==> config.mk <==
export PLATFORM = sky130hd
export DESIGN_NAME = top_module_impl
export DESIGN_NICKNAME = d
export VERILOG_FILES = /design/src/rtl/top_module_impl.sv
export SDC_FILE = /design/constraint.sdc
export NUM_CORES = 1
export LEC_CHECK = 0
export BUFFER_PORTS_ARGS = -buffer_cell sky130_fd_sc_hd__clkbuf_2
export CORE_ASPECT_RATIO = 1.2
export CORE_MARGIN = 2
export CORE_UTILIZATION = 45
export DETAILED_ROUTE_END_ITERATION = 12
export PLACE_DENSITY = 0.65
export SETUP_SLACK_MARGIN = 0.02
export SLEW_MARGIN = 15
export SYNTH_ARGS = -nofsm -noshare
export SYNTH_HDL_FRONTEND = slang
export SYNTH_SLANG_ARGS = --single-unit
==> constraint.sdc <==
create_clock -name CLK -period 9.9 [get_ports CLK]
set_input_delay 1.98 -clock CLK [delete_from_list [all_inputs] [get_ports CLK]]
set_output_delay 1.98 -clock CLK [all_outputs]
set_load 0.05 [all_outputs]
==> src/rtl/top_module_impl.sv <==
// Free-running 8x8 image-processing demonstrator: raster-scans a fixed ROM image
// and registers eight per-pixel results (point ops, gradients, 3x3 box mean).
module top_module_impl (
  input  logic       CLK,
  input  logic       RST,
  output logic [7:0] out1,
  output logic [7:0] out2,
  output logic [7:0] out3,
  output logic [7:0] out4,
  output logic [7:0] out5,
  output logic [7:0] out6,
  output logic [7:0] out7,
  output logic [7:0] out8
);

  logic [5:0]      addr_q, addr_d;
  logic [7:0][7:0] res_q, res_d;

  logic [2:0]      r, c, rm, rp, cm, cp;
  logic [2:0][2:0] rows, cols;
  logic [7:0]      p;
  logic [11:0]     sum;

  // Test image P(r,c) = r*32 + c*4
  function automatic logic [7:0] pix(input logic [2:0] pr, input logic [2:0] pc);
    return {pr, 5'b0} + {3'b0, pc, 2'b0};
  endfunction

  function automatic logic [7:0] absdiff(input logic [7:0] a, input logic [7:0] b);
    logic signed [8:0] d;
    d = $signed({1'b0, a}) - $signed({1'b0, b});
    return d[8] ? 8'(-d) : d[7:0];
  endfunction

  always_comb begin
    r  = addr_q[5:3];
    c  = addr_q[2:0];
    // Replicate padding at the image border
    rm = (r == 3'd0) ? 3'd0 : r - 3'd1;
    rp = (r == 3'd7) ? 3'd7 : r + 3'd1;
    cm = (c == 3'd0) ? 3'd0 : c - 3'd1;
    cp = (c == 3'd7) ? 3'd7 : c + 3'd1;
    rows = {rp, r, rm};
    cols = {cp, c, cm};

    sum = '0;
    for (int i = 0; i < 3; i++)
      for (int j = 0; j < 3; j++)
        sum = sum + {4'b0, pix(rows[i], cols[j])};

    p = pix(r, c);
    res_d[0] = p;
    res_d[1] = 8'd255 - p;
    res_d[2] = (p >= 8'd192) ? 8'd255 : p + 8'd64;
    res_d[3] = (p >= 8'd64)  ? p - 8'd64 : 8'd0;
    res_d[4] = p[7] ? 8'd255 : 8'd0;
    res_d[5] = absdiff(pix(r, cp), pix(r, cm));
    res_d[6] = absdiff(pix(rp, c), pix(rm, c));
    res_d[7] = 8'(sum / 12'd9);

    addr_d = addr_q + 6'd1;
  end

  always_ff @(posedge CLK) begin
    if (RST) begin
      addr_q <= '0;
      res_q  <= '0;
    end else begin
      addr_q <= addr_d;
      res_q  <= res_d;
    end
  end

  assign out1 = res_q[0];
  assign out2 = res_q[1];
  assign out3 = res_q[2];
  assign out4 = res_q[3];
  assign out5 = res_q[4];
  assign out6 = res_q[5];
  assign out7 = res_q[6];
  assign out8 = res_q[7];

endmodule

==> metrics.txt <==
Finished Cell Area=just under 0.005 mm^2; fin nets=about 610; CTS H-tree depth=2; worst-margin pin slew=slightly above 1 ns; status=finished, final reports clean; Synth Area in Adders=0.191; CP Class=flip-flop to flip-flop; post-synthesis mux area share=0.0221; vias=roughly 3800; max_cap viols=0; crit path DAT=~9.4 ns; Main synth FF type=dfxtp_1; via count of the first global-routing pass=3616; Slew HR=0.306; Post-Syn Area=around 0.0044 mm^2; Starting Density=0.460; dpl hpwl=roughly 7.8 mm; Root Buffer=clkbuf_16; Fin. Hold Viols=0; Fmax=108 MHz; Final ANT Viol Nets=0; final worst path period share=0.931; area of the multi-input gates=between 0.003 and 0.004 mm^2; router iterations before antenna repair=5; core area=roughly 0.0095 mm^2; initial antenna violation count=0; vias per cell=~5.5; clk_skew=about 0.0054 ns; simple-gate share of the synthesized area=0.177; max-slew violations=0; Worst setup SP type=flip-flop; total grt overflow=0; area grow syn2layout=12.0%; Synth Register Bits=48; DR iter-0 viols=around 200; Num CTS Buffers=5; CP peak stage delay=0.58 ns; CTS tree=built; register area share after synthesis=0.220; clock sinks=48; Post-DP Area=about 0.0046 mm^2; clock latency on the worst-skew pair=about 0.29 ns; gpl congestion=0.923; GRT Total Usage=0.194; I/O Buffers=54; post-synthesis cell type count=86; FF/Latch Area=~960 um^2; worst hold path type=flip-flop to flip-flop; Post-Syn Area per Cell=around 8.3 um^2; # DRC=0; Compound-Gate Fraction of Synth Area=0.235; CTS hold repair buffers=0; Die H=between 100 and 150 um; Post-synth ARST share=0; final WL=roughly 10 mm; Site Rows=39; ant diodes=0; Post-synth EDFFs=0; die area=0.0105 mm^2; commonest non-fill, non-tap cell in the layout=clkbuf_2; largest net degree at the start of global routing=34; worst-path maximum fanout=13; Die X=between 90 and 100 um; setup violators final=0; Yosys Warn Count=0; # fillers=around 890; Clock Pin Slew Worst Setup and Hold Paths=~0.070 ns; fin crit period=approximately 9 ns; largest family of logic cells by synthesized area=compound AO/OA/AOI/OAI gates; Required @ worst endpoint=roughly 10 ns; Mapped Cells=about 520; xor/xnor share of the synthesized area=0.0500; slowest CP cell=dfxtp_1; most frequent cells in the layout=54 x clkbuf_2, 52 x nor2_1, 50 x inv_1, 46 x dfxtp_1, 42 x nand2_1; share of cells above drive strength 1=0.189; Avg WL per Cell=between 10 and 15 um; Setup crit end kind=flip-flop; first-pass GRT wire length=16.9 mm; CTS Buffer Depth=2; I/O Pins=66
==> synth_stat cells, types with 3 or more instances <==
library cell,number,share of area
o211ai_1,7,0.012
or3_1,11,0.016
nor2b_1,6,0.0086
or2_2,3,0.0043
o21ai_0,19,0.022
inv_1,51,0.044
fa_1,19,0.087
nand3_1,8,0.0092
and2_1,6,0.0086
a22oi_1,3,0.0052
nor2_1,53,0.046
o31ai_1,3,0.0052
xor2_1,3,0.0060
a211oi_1,10,0.017
ha_1,33,0.095
nand2b_1,4,0.0057
a21oi_1,24,0.028
xnor2_1,20,0.040
nor3_1,13,0.015
a2111oi_0,3,0.0060
and3_1,5,0.0072
clkbuf_1,15,0.013
o21a_1,5,0.0086
maj3_1,4,0.0092
dfxtp_1,48,0.22
mux2i_1,7,0.016
buf_4,22,0.038
nand2_1,42,0.036
nor4_1,5,0.0072
==> through the flow <==
| step | TNS [ns] | setup slack [ns] | util | hold WS (ns) | instances |
|---|---|---|---|---|---|
| finish | 0 | 0.681 | 0.515 | 0.504 | 683 |
| global route | -0.00230 | -0.00230 | 0.515 | 0.526 | 683 |
| CTS | 0 | 0.446 | 0.506 | 0.542 | 678 |
| detailed placement | 0 | 0.464 | 0.485 | 0.495 | 670 |
| global placement | 0 | 0.709 | 0.485 | 0.502 | 670 |
| floorplan | 0 | 1.06 | - | 0.455 | 532 |
==> repair_timing <==
action / 4_1_cts / 5_1_grt
setup buffers: 0 / 4
setup endpoints to repair: 0 / 2
gates resized for setup: 0 / 12
endpoints found under the hold margin: 0 / 0
==> final timing paths <==
path                                           start            endpoint  slack, ns  cells after the start
worst max-delay path            addr_q[5]$_SDFF_PP0_  out8[0]$_SDFF_PP0_       0.68                     33
worst min-delay path            addr_q[3]$_SDFF_PP0_  out2[5]$_SDFF_PP0_       0.50                      1
worst max register to register  addr_q[5]$_SDFF_PP0_  out8[0]$_SDFF_PP0_       0.68                     33
worst min register to register  addr_q[3]$_SDFF_PP0_  out2[5]$_SDFF_PP0_       0.50                      1
==> critical path: cells and delay by family (launching register included) <==
kind | cells | cell delay, ns
xor+xnor | 2 | 0.39
compound gates | 13 | 3.12
flops | 1 | 0.58
simple gates | 6 | 1.29
buf+inv | 3 | 0.35
mux | 1 | 0.37
fa+ha+maj | 8 | 2.98
==> final cells by class <==
cell class | count | share of cell area
clock buffers | 5 | 0.0256
clock inverters | 3 | 0.0141
inverters | 52 | 0.0400
multi-input cells | 391 | 0.625
flip-flops and latches | 48 | 0.197
well taps | 123 | 0.0315
repair buffers | 61 | 0.0662
==> sequential cells by signal (all words and copies together) (netlist names) <==
signal and count:
out2 6, addr_q 6, out1 5, out6 6, out5 1, out8 8, out7 3, out4 6
out3 7
==> routing by layer <==
metal / wire, um / vias up / GRT usage
met5: 0 / - / 0
li1: - / 1862 / -
met4: 162 / 0 / 0.0502
met3: 413 / 18 / 0.0277
met2: 5200 / 111 / 0.342
met1: 4390 / 1762 / 0.248
==> logic make-up (layout without fill, tap and decap cells) <==
logic type      after synthesis  in the layout
compound gates              126            127
xor+xnor                     24             24
fa+ha+maj                    56             56
buf+inv                      94            121
flops                        48             48
mux                           9              9
other cells                   2             12
simple gates                163            163
Power is not shown: default switching activity piles up to over one toggle a cycle in this logic, so the estimate is an artifact.
